`config.mk`:
```
export PLATFORM = sky130hd
export DESIGN_NAME = imem_loader
export DESIGN_NICKNAME = d
export VERILOG_FILES = /design/src/rtl/imem_loader.sv
export SDC_FILE = /design/constraint.sdc
export NUM_CORES = 1
export LEC_CHECK = 0
export ABC_AREA = 0
export BUFFER_PORTS_ARGS = -buffer_cell sky130_fd_sc_hd__buf_2
export CAP_MARGIN = 20
export CORE_UTILIZATION = 35
export DETAILED_ROUTE_END_ITERATION = 7
export PLACE_DENSITY_LB_ADDON = 0.3
export SYNTH_ARGS = -nofsm -noshare
export SYNTH_HDL_FRONTEND = slang
export SYNTH_SLANG_ARGS = --single-unit
```
`constraint.sdc`:
```
create_clock -name clk -period 3.88 [get_ports clk]
set_input_delay 0.388 -clock clk [delete_from_list [all_inputs] [get_ports clk]]
set_output_delay 0.388 -clock clk [all_outputs]
set_load 0.01 [all_outputs]
```
`src/rtl/imem_loader.sv`:
```
// Streams instruction words into IMEM at base + idx*STRIDE, optionally verifies a readback checksum, then releases the core PC.
// Latency: IMEM write 1 clk after each handshake; resetpc rises RELEASE_DELAY clk after LOAD (or VERIFY) completes.
// Backpressure: s_ready is high only in LOAD while words remain; s_valid stalls of any length are absorbed.
module imem_loader #(
    parameter int ADDR_W        = 9,
    parameter int DATA_W        = 32,
    parameter int MAX_WORDS     = 128,
    parameter int STRIDE        = 4,
    parameter int RELEASE_DELAY = 2,
    parameter bit VERIFY_EN     = 1'b1,
    localparam int CW           = $clog2(MAX_WORDS + 1)
) (
    input  logic              clk,
    input  logic              reset,
    input  logic              start,
    input  logic [ADDR_W-1:0] base_addr,
    input  logic [CW-1:0]     word_count,
    input  logic              s_valid,
    input  logic [DATA_W-1:0] s_data,
    output logic              s_ready,
    output logic              we0,
    output logic [ADDR_W-1:0] wr_addr0,
    output logic [DATA_W-1:0] wr_din0,
    output logic [ADDR_W-1:0] rd_addr,
    input  logic [DATA_W-1:0] rd_data,
    output logic              resetpc,
    output logic              busy,
    output logic              done,
    output logic              error,
    output logic [DATA_W-1:0] checksum
);
    // vcnt must reach count+1 (last readback sample), hence one extra bit
    localparam int VW = CW + 1;
    localparam int HW = $clog2(RELEASE_DELAY + 1);

    typedef enum logic [2:0] {
        ST_IDLE   = 3'd0,
        ST_LOAD   = 3'd1,
        ST_VERIFY = 3'd2,
        ST_HOLD   = 3'd3,
        ST_RUN    = 3'd4,
        ST_ERROR  = 3'd5
    } state_t;

    state_t            state_q;
    state_t            state_d;

    logic [ADDR_W-1:0] base_q;
    logic [CW-1:0]     count_q;
    logic [CW-1:0]     idx_q;
    logic [VW-1:0]     vcnt_q;
    logic [DATA_W-1:0] vsum_q;
    logic [HW-1:0]     hold_cnt_q;

    logic              start_ok;
    logic              too_long;
    logic              hs;
    logic              last_word;
    logic              verify_last;
    logic              verify_ok;
    logic              hold_last;
    logic [ADDR_W-1:0] wr_addr_nxt;
    logic [ADDR_W-1:0] rd_addr_nxt;

    // start is only honoured when the loader is not busy
    assign start_ok    = start && ((state_q == ST_IDLE) || (state_q == ST_RUN) || (state_q == ST_ERROR));
    assign too_long    = word_count > CW'(MAX_WORDS);

    // s_ready decodes registers only, so it never depends on s_valid
    assign s_ready     = (state_q == ST_LOAD) && (idx_q < count_q);
    assign hs          = s_valid && s_ready;
    assign last_word   = idx_q == (count_q - CW'(1));

    // Readback: rd_addr for word j is visible at vcnt=j+1, its data at vcnt=j+2,
    // so the final word's data is summed in the same cycle the comparison is made.
    assign verify_last = vcnt_q == (VW'(count_q) + VW'(1));
    assign verify_ok   = (vsum_q + rd_data) == checksum;
    assign hold_last   = hold_cnt_q == HW'(RELEASE_DELAY - 1);

    assign busy        = (state_q == ST_LOAD) || (state_q == ST_VERIFY) || (state_q == ST_HOLD);

    // Addresses wrap silently modulo 2^ADDR_W
    assign wr_addr_nxt = base_q + (ADDR_W'(idx_q) * ADDR_W'(STRIDE));
    assign rd_addr_nxt = base_q + (ADDR_W'(vcnt_q) * ADDR_W'(STRIDE));

    // State register
    always_ff @(posedge clk) begin
        if (reset) begin
            state_q <= ST_IDLE;
        end else begin
            state_q <= state_d;
        end
    end

    // Next-state decode
    always_comb begin
        state_d = state_q;
        case (state_q)
            ST_IDLE, ST_RUN, ST_ERROR: begin
                if (start) begin
                    if (too_long) begin
                        state_d = ST_ERROR;
                    end else if (word_count == '0) begin
                        state_d = ST_HOLD;
                    end else begin
                        state_d = ST_LOAD;
                    end
                end
            end
            ST_LOAD: begin
                if (hs && last_word) begin
                    state_d = VERIFY_EN ? ST_VERIFY : ST_HOLD;
                end
            end
            ST_VERIFY: begin
                if (verify_last) begin
                    state_d = verify_ok ? ST_HOLD : ST_ERROR;
                end
            end
            ST_HOLD: begin
                if (hold_last) begin
                    state_d = ST_RUN;
                end
            end
            default: state_d = ST_IDLE;
        endcase
    end

    // Datapath and registered outputs: write port, readback, checksum, release
    always_ff @(posedge clk) begin
        if (reset) begin
            base_q     <= '0;
            count_q    <= '0;
            idx_q      <= '0;
            vcnt_q     <= '0;
            vsum_q     <= '0;
            hold_cnt_q <= '0;
            we0        <= 1'b0;
            wr_addr0   <= '0;
            wr_din0    <= '0;
            rd_addr    <= '0;
            resetpc    <= 1'b0;
            done       <= 1'b0;
            error      <= 1'b0;
            checksum   <= '0;
        end else begin
            we0  <= 1'b0;
            done <= 1'b0;

            if (start_ok) begin
                base_q     <= base_addr;
                count_q    <= word_count;
                idx_q      <= '0;
                vcnt_q     <= '0;
                vsum_q     <= '0;
                hold_cnt_q <= '0;
                checksum   <= '0;
                resetpc    <= 1'b0;
                error      <= too_long;
            end

            if (hs) begin
                we0      <= 1'b1;
                wr_addr0 <= wr_addr_nxt;
                wr_din0  <= s_data;
                checksum <= checksum + s_data;
                idx_q    <= idx_q + CW'(1);
            end

            if (state_q == ST_VERIFY) begin
                vcnt_q <= vcnt_q + VW'(1);
                if (vcnt_q < VW'(count_q)) begin
                    rd_addr <= rd_addr_nxt;
                end
                if (vcnt_q >= VW'(2)) begin
                    vsum_q <= vsum_q + rd_data;
                end
                if (verify_last && !verify_ok) begin
                    error <= 1'b1;
                end
            end

            if (state_q == ST_HOLD) begin
                hold_cnt_q <= hold_cnt_q + HW'(1);
                if (hold_last) begin
                    resetpc <= 1'b1;
                    done    <= 1'b1;
                end
            end
        end
    end

endmodule

```
==> results of run 1 <==
==> through the flow <==
| stage | hold slack, ps | instances | area, um^2 |
|---|---|---|---|
| global route | 167.7 | 2083 | 13450 |
| global placement | 432.5 | 2050 | 12860 |
| detailed placement | 443.7 | 2051 | 12860 |
| CTS | 153.2 | 2083 | 13430 |
| finish | 167.4 | 2083 | 13450 |
| floorplan | 444.8 | 1482 | 11420 |
==> worst max-delay path by stage <==
stage,start,end,slack (ps),cells after the start
after global placement,rd_data[0],state_q[1],0.6,16
after global routing,vsum_q[0],state_q[1],20,15
after detailed placement,rd_data[0],state_q[1],-90,17
after CTS,vsum_q[0],state_q[1],40,16
final,vsum_q[0],state_q[1],240,15
after floorplan,rd_data[0],error,530,13
==> cell families (layout without fill, tap and decap cells) <==
logic type,Yosys count,count (layout),share of synthesized area
mux,11,11,0.009973
flops,157,157,0.2753
buf+inv,124,290,0.04263
fa+ha+maj,100,100,0.1122
xor+xnor,114,114,0.09227
compound gates,419,419,0.2331
simple gates,557,557,0.2345
==> sequential cells by signal, indices dropped and copies added, names as in the netlist, 8 cells and up <==
name      cells
wr_din0      32
base_q        9
checksum     32
rd_addr       9
count_q       8
idx_q         8
wr_addr0      9
vsum_q       32
vcnt_q        9
==> metal layers <==
layer | wire (um) | GRT usage | up-vias
li1 | - | - | 5628
met1 | 16690 | 0.2908 | 5485
met2 | 16750 | 0.3515 | 386
met3 | 2323 | 0.04291 | 48
met4 | 796 | 0.07529 | 4
met5 | 28 | 0 | -
==> synthesized netlist by cell type, types with 9 or more instances <==
cell type,instances
a22o_1,10
nor4_1,16
a31oi_1,19
nand4_1,17
or2_2,9
inv_1,41
a211oi_1,19
nor2b_1,12
clkbuf_1,68
nand2b_1,10
nand3_1,87
ha_1,96
xnor2_1,73
nor2_1,103
dfxtp_1,157
nand2_1,200
nor3_1,36
a21oi_1,180
o21ai_0,55
and3_1,15
xor2_1,37
a21o_1,39
o21a_1,16
==> tightest hold or removal path, stage by stage <==
cell and delay (ps):
buf_2 90, nand2_1 40, a21oi_1 50
==> cell type report <==
type	count	share of cell area
repair buffers	217	0.08929
clock buffers	18	0.03265
flip-flops and latches	157	0.2336
inverters	41	0.01144
multi-input cells	1201	0.5831
clock inverters	14	0.009394
well taps	435	0.04046
==> report_power, final <==
part	internal [mW]	switching, mW	leakage (nW)
registers	1.70	0.110	1.27
clock network	0.860	0.797	0.272
logic	0.449	0.689	4.30
total	3.00	1.60	5.84
==> what timing repair did <==
item / in CTS / in global routing
gates resized for setup: 0 / 4
endpoints found under the setup margin: 0 / 1
buffers inserted: 0 / 0
==> run metrics, run 1 <==
Initial Util 0.3590; CTS max path bufs 2; core area 0.03180 mm^2; Worst path slowest cell or4_1; vias in the first global route 10892; CTS tree built; filler cell count 3278; TNS Setup 0 ps; clock skew 16.62 ps; worst stage delay on the critical path 500 ps; Max Cap Violations 0; Remaining DRCs 0; antenna-violating nets left 0; CP Launch Type register; Fmax 274.7 MHz; HPWL Detailed 28.14 mm; RSZ-0062 raised after global routing false; FF-to-FF path depth 15; gate count of the mapped netlist 1482; peak supply drop 308.3 uV; initial drt markers 849; Synth Flop Type dfxtp_1; I/O Pins 173; area leader, netlist dfxtp_1; Critical Path RT 4260 ps; TritonCTS Buffers 17; CTS clock-pin slew for the worst setup and hold paths 80 ps; gr ovfl total 0; R2R Setup Slk 240 ps; Yosys cell types 83; final core utilization 0.4231; Mapped Area 0.01142 mm^2; worst setup margin 239.9 ps; sequential element share of the synthesized area 0.2753; CTS Hold Bufs 0; area share of the largest cell type after synthesis 0.2753; hold depth 3; crit-path max FO 5; area taken by multi-input logic gates 0.007845 mm^2; Pwr Total 4.600 mW; drt total wl 36.59 mm; Syn. warnings 0; port bufs 172; CTS root buf clkbuf_16; CP top delay family compound AO/OA/AOI/OAI gates; endpoints failing setup 0; htree depth 4; GRT Total Usage 0.2187; sink of the worst hold path base_q[0]; relative slew slack 0.2618; most common cell after layout, fill and taps aside nand2_1; RD Place Congestion 0.9221; largest net degree at the start of global routing 98; Seq cells post-synth 157; actual slew at the worst max-slew pin 1107 ps; Post-synth EDFFs 0; final hold violations 0; post-layout minimum cycle time 3640 ps; Pleak 5.841 nW; area taken by flip-flops and latches 0.003143 mm^2; Layout Area Growth over Synthesis 17.83%; first-pass GRT wire length 57.81 mm; worst hold-check path type in -> reg; die area 0.03335 mm^2; pre-CTS setup slack -91.77 ps; Pwr per Cell Area 341.9 mW/mm^2; reg2reg end state_q[1]; WS Path Type reg -> reg; reg2reg start vsum_q[0]; period utilization 0.9382; First-pass DRT Iterations 5; CP Cell Sequence ha_1 > inv_1 > fa_1 > nand2b_1 > a21oi_2 > o211ai_2 > o21ai_2 > a221o_1 > a21oi_2 > o21a_1 > or4_1 > nor4_2 > buf_4 > a221oi_1 > nor3_1; share of cells above drive strength 1 0.1790; Max Transition Viols Final 0; Buf/Inv on CP 2; commonest cells after routing, fill and taps aside 200 x nand2_1, 180 x a21oi_1, 171 x buf_2; worst hold start base_addr[0]; CP endpoint kind register; nets 1820; Chip Height 182.6 um; Die Span X 182.6 um; syn nets 1667; TritonCTS sink count 157; most used cell, CP a21oi_2; Vias 11551; antenna violations before repair 2; wire per inst 17.56 um; run status finished clean; crit path DAT 4020 ps; syn_area_per_cell 7.704 um^2; Clock Latency Late Sink 450 ps; Placement Rows 65; main area contributors after synthesis dfxtp_1 28%, ha_1 11%, a21oi_1 7.9%, nand2_1 6.6%, xnor2_1 5.6%; Via density 5.545; fraction of registers with async set/reset 0; # diodes 0
Power figures use the tool's default switching activity.
==> run 2: changes to the inputs <==
- PLACE_DENSITY: default -> 0.52
- PLACE_DENSITY_LB_ADDON: 0.3 -> default
==> run metrics, run 2 (synthesis gave the netlist of run 1 again) <==
antenna violations before repair 2 (unchanged); run status finished clean; period utilization 0.9353 (-0.002833); nets 1819 (-0.055%); Vias 11292 (-2.2%); CP endpoint kind register; vias in the first global route 10749 (-1.3%); gr ovfl total 0 (unchanged); die area 0.03335 mm^2 (unchanged); worst hold-check path type in -> reg; relative slew slack 0.3903 (+0.1286); Pleak 5.864 nW (+0.39%); Placement Rows 65 (unchanged); initial drt markers 727 (-14%); CTS max path bufs 2 (unchanged); final hold violations 0 (unchanged); reg2reg start vsum_q[0]; DP Area 0.01288 mm^2 (+0.14%); hold depth 3 (unchanged); CTS root buf clkbuf_16; reg2reg end error; pre-CTS setup slack -151.7 ps (-59.88 ps); Critical Path RT 4210 ps (-50 ps); worst hold start base_addr[6]; CTS tree built; CTS clock-pin slew for the worst setup and hold paths 80 ps (about the same); I/O Pins 173 (unchanged); Fmax 275.5 MHz (+0.30%); port bufs 172 (unchanged); largest net degree at the start of global routing 83 (-15%); CTS Hold Bufs 0 (unchanged); peak supply drop 308.3 uV (about the same); Layout Area Growth over Synthesis 18.22%; RSZ-0062 raised after global routing true; Chip Height 182.6 um (unchanged); worst setup margin 250.9 ps (+10.99 ps); antenna-violating nets left 0 (unchanged); # diodes 0 (unchanged); CP Launch Type register; First-pass DRT Iterations 5 (unchanged); first-pass GRT wire length 58.26 mm (+0.79%); Largest regs checksum x32, vsum_q x32, wr_din0 x32; TritonCTS sink count 157 (unchanged); filler cell count 3361 (+2.5%); Clock Latency Late Sink 450 ps (about the same); Pwr per Cell Area 343.2 mW/mm^2 (+0.37%); post-layout minimum cycle time 3629 ps (-10.99 ps); sink of the worst hold path base_q[6]; endpoints failing setup 0 (unchanged); wire per inst 17.79 um (+1.3%); commonest cells after routing, fill and taps aside 200 x nand2_1, 180 x a21oi_1, 171 x buf_2; Initial Util 0.3590 (unchanged); WS Path Type reg -> reg; crit path DAT 3960 ps (-60 ps); Max Transition Viols Final 0 (unchanged); Max Cap Violations 0 (unchanged); core area 0.03180 mm^2 (unchanged); RD Place Congestion 0.9196 (-0.27%); drt total wl 37.04 mm (+1.2%); FF-to-FF path depth 13 (-2); Die Span X 182.6 um (unchanged); clock skew 14.59 ps (-2.033 ps); final core utilization 0.4245 (+0.001417); actual slew at the worst max-slew pin 914.5 ps (-192.8 ps); post-CTS setup buffer count 0 (unchanged); GRT Total Usage 0.2227 (+0.003994); Remaining DRCs 0 (unchanged); R2R Setup Slk 250 ps (about the same); HPWL Detailed 28.09 mm (-0.15%); post-route cell area 0.01350 mm^2 (+0.33%); TritonCTS Buffers 17 (unchanged); most common cell after layout, fill and taps aside nand2_1; htree depth 4 (unchanged); share of cells above drive strength 1 0.1791 (about the same); Via density 5.424 (-2.2%); crit-path max FO 5 (unchanged)
run 2: changes by cell type in the layout (fill, tap and decap cells not counted), sizes merged:
cell	before	now
clkinvlp	3	1
inv	48	50
buf	217	216
clkbuf	18	19
clkinv	4	3
run 2: per-layer routing:
| metal | vias to the layer above | GRT usage | routed length [um] |
|---|---|---|---|
| li1 | 5637 | - | - |
| met5 | - | 0 | 31 |
| met2 | 312 | 0.3496 | 16290 |
| met1 | 5294 | 0.3024 | 17710 |
| met3 | 45 | 0.04750 | 2271 |
| met4 | 4 | 0.07160 | 733 |
run 2: worst max path at each step:
| stage | cells past startpoint | slack, ps | startpoint | end |
|---|---|---|---|---|
| final | 13 | 250 | vsum_q[0] | error |
| after CTS | 15 | 50 | vsum_q[0] | state_q[1] |
| after global routing | 13 | -20 | vsum_q[0] | error |
| after floorplan | 13 | 530 | rd_data[0] | error |
| after global placement | 16 | -40 | rd_data[0] | state_q[1] |
| after detailed placement | 16 | -150 | rd_data[0] | state_q[1] |
run 2: timing repair:
item | CTS | global route
pin swaps | 0 | 4
endpoints found under the setup margin | 1 | 3
resized for setup | 1 | 5
run 2: through the flow:
stage | instances | power (mW) | TNS (ps) | hold WS [ps]
2_1_floorplan | 1482 | 2.571 | 0 | 444.8
3_3_place_gp | 2050 | 2.969 | -36.00 | 440.2
3_5_place_dp | 2050 | 2.977 | -151.7 | 443.5
4_1_cts | 2082 | 4.682 | 0 | 153.8
5_1_grt | 2082 | 4.888 | -21.69 | 167.0
6_report | 2082 | 4.632 | 0 | 170.4
run 2: area by class of cell:
class / count / area [um^2] / share of cell area
clock buffers: 19 / 452.9 / 0.03356
repair buffers: 216 / 1206 / 0.08936
multi-input cells: 1201 / 7874 / 0.5833
inverters: 41 / 153.9 / 0.01140
well taps: 435 / 544.3 / 0.04032
clock inverters: 13 / 123.9 / 0.009177
flip-flops and latches: 157 / 3143 / 0.2329
run 2: critical path: stages, from the launching register on:
cell      delay, ps
dfxtp_1         330
ha_1            200
inv_1            60
fa_1            390
nand2b_1        210
a21oi_4         210
o211ai_2        180
o31a_1          370
o21bai_2        260
xnor2_1         120
a221o_1         350
nor4b_1         330
nand4_1         230
a31o_1          270
run 2: power breakdown:
part           internal (mW)  switching, mW  leakage [nW]  total [mW]
logic                  0.446          0.695          4.31        1.14
clock network          0.886          0.802         0.286        1.69
registers               1.70          0.107          1.27        1.80
total                   3.03           1.60          5.86        4.63
==> run 3: changes to the inputs <==
- MAX_ROUTING_LAYER: default -> met4
==> run metrics, run 3 (synthesis gave the netlist of run 1 again) <==
HPWL Detailed 28.10 mm (about the same); run status finished clean; First-pass DRT Iterations 5 (unchanged); most common cell after layout, fill and taps aside nand2_1; CP top delay family compound AO/OA/AOI/OAI gates; post_cts resized 0 (-1); wire per inst 17.78 um (about the same); Die Span X 182.6 um (unchanged); FF-to-FF path depth 15 (+2); commonest cells after routing, fill and taps aside 200 x nand2_1, 180 x a21oi_1, 171 x buf_2; reg2reg end state_q[1]; sink of the worst hold path base_q[7]; vias in the first global route 10566 (-1.7%); gr ovfl total 0 (unchanged); actual slew at the worst max-slew pin 929.6 ps (+15.07 ps); CTS max path bufs 2 (unchanged); core area 0.03180 mm^2 (unchanged); final core utilization 0.4244 (about the same); initial drt markers 754 (+3.7%); htree depth 4 (unchanged); Layout Area Growth over Synthesis 18.20% (about the same); worst stage delay on the critical path 400 ps (about the same); area taken by multi-input logic gates 0.007865 mm^2 (-0.11%); CP endpoint kind register; largest net degree at the start of global routing 83 (unchanged); Critical Path RT 4250 ps (+40 ps); CTS root buf clkbuf_16; CTS Hold Bufs 0 (unchanged); CP Launch Type register; hold depth 3 (unchanged); Placed Cells 2048 (-0.098%); DP Area 0.01287 mm^2 (-0.12%); share of cells above drive strength 1 0.1775 (-0.001606); area taken by flip-flops and latches 0.003143 mm^2 (unchanged); R2R Setup Slk 230 ps (-30 ps); Fmax 273.6 MHz (-0.69%); final hold violations 0 (unchanged); Buf/Inv on CP 2 (+1); post-layout minimum cycle time 3654 ps (+25.31 ps); Remaining DRCs 0 (unchanged); die area 0.03335 mm^2 (unchanged); drt total wl 37.02 mm (about the same); CP Cell Sequence ha_1 > inv_1 > fa_1 > nand2b_1 > a21oi_4 > o211ai_2 > o31a_1 > o21bai_2 > a41o_1 > xnor3_1 > nand4b_1 > nor4_2 > buf_4 > a221oi_1 > nor3_1; WS Path Type reg -> reg; Chip Height 182.6 um (unchanged); Pleak 5.846 nW (-0.31%); peak supply drop 336.1 uV (+9.0%); Pwr per Cell Area 347.0 mW/mm^2 (+1.1%); Initial Util 0.3590 (unchanged); CTS tree built; RD Place Congestion 0.9265 (+0.75%); Clock Latency Late Sink 450 ps (about the same); Vias 11365 (+0.65%); I/O Pins 173 (unchanged); port bufs 172 (unchanged); filler cell count 3323 (-1.1%); GRT Total Usage 0.2284 (+0.005716); Worst path slowest cell fa_1; endpoints failing setup 0 (unchanged); relative slew slack 0.3803 (-0.01005); RSZ-0062 raised after global routing false; post-route cell area 0.01350 mm^2 (about the same); worst hold-check path type in -> reg; Max Transition Viols Final 0 (unchanged); period utilization 0.9419 (+0.006524); antenna violations before repair 1 (-1); crit-path max FO 8 (+3); worst hold start base_addr[7]; TNS Setup 0 ps (unchanged); nets 1817 (-0.11%); TritonCTS sink count 157 (unchanged); WHS 172.4 ps (+1.917 ps); clock skew 10.44 ps (-4.155 ps); crit path DAT 4020 ps (+60 ps); Max Cap Violations 0 (unchanged); reg2reg start vsum_q[0]; post-CTS setup buffer count 0 (unchanged); Placement Rows 65 (unchanged); first-pass GRT wire length 58.05 mm (-0.37%); antenna-violating nets left 0 (unchanged); TritonCTS Buffers 17 (unchanged); Largest regs checksum x32, vsum_q x32, wr_din0 x32; Via density 5.459 (+0.65%); final cell count without fillers 2082 (unchanged); CTS clock-pin slew for the worst setup and hold paths 80 ps (about the same)
-- run 3: cell count changes in the layout (fill, tap and decap cells not counted), sizes merged --
cell / change
buf: -2
diode: +2
bufinv: +1
clkinv: -1
clkinvlp: +1
inv: -1
-- run 3: layer usage --
| metal | share of wire | track usage |
|---|---|---|
| met1 | 0.48 | 0.3086 |
| met2 | 0.44 | 0.3472 |
| met3 | 0.058 | 0.04071 |
| met4 | 0.017 | 0.06420 |
| met5 | 0 | - |
-- run 3: where the power goes --
| group | switching [mW] | leakage, nW | internal (mW) |
|---|---|---|---|
| Combinational | 0.694 | 4.29 | 0.445 |
| Sequential | 0.106 | 1.27 | 1.70 |
| Clock | 0.809 | 0.287 | 0.935 |
| Total | 1.61 | 5.85 | 3.07 |
-- run 3: worst max-delay path by stage --
stage                     from    endpoint  cells past startpoint
finish               vsum_q[0]  state_q[1]                     15
global route         vsum_q[0]  state_q[1]                     15
CTS                  vsum_q[0]  state_q[1]                     15
detailed placement  rd_data[0]  state_q[1]                     16
global placement    rd_data[0]  state_q[1]                     17
floorplan           rd_data[0]       error                     13
-- run 3: worst register-to-register path, stage by stage (launching register included) --
cell and delay (ps):
dfxtp_1 330, ha_1 210, inv_1 70, fa_1 400, nand2b_1 220, a21oi_4 260
o211ai_2 180, o31a_1 360, o21bai_2 260, a41o_1 260, xnor3_1 160, nand4b_1 120
nor4_2 330, buf_4 160, a221oi_1 60, nor3_1 180
-- run 3: through the flow --
stage | power, mW | worst slack [ps]
after floorplan | 2.571 | 528.6
after global placement | 2.968 | -85.15
after detailed placement | 2.970 | -140.2
after CTS | 4.731 | 8.308
after global routing | 4.929 | 2.482
final | 4.683 | 225.6
-- run 3: layout make-up --
class	instances	share of cell area
multi-input cells	1201	0.5828
flip-flops and latches	157	0.2329
repair buffers	214	0.08826
well taps	435	0.04033
clock buffers	19	0.03282
inverters	41	0.01140
clock inverters	13	0.01113
diodes	2	0.0003709
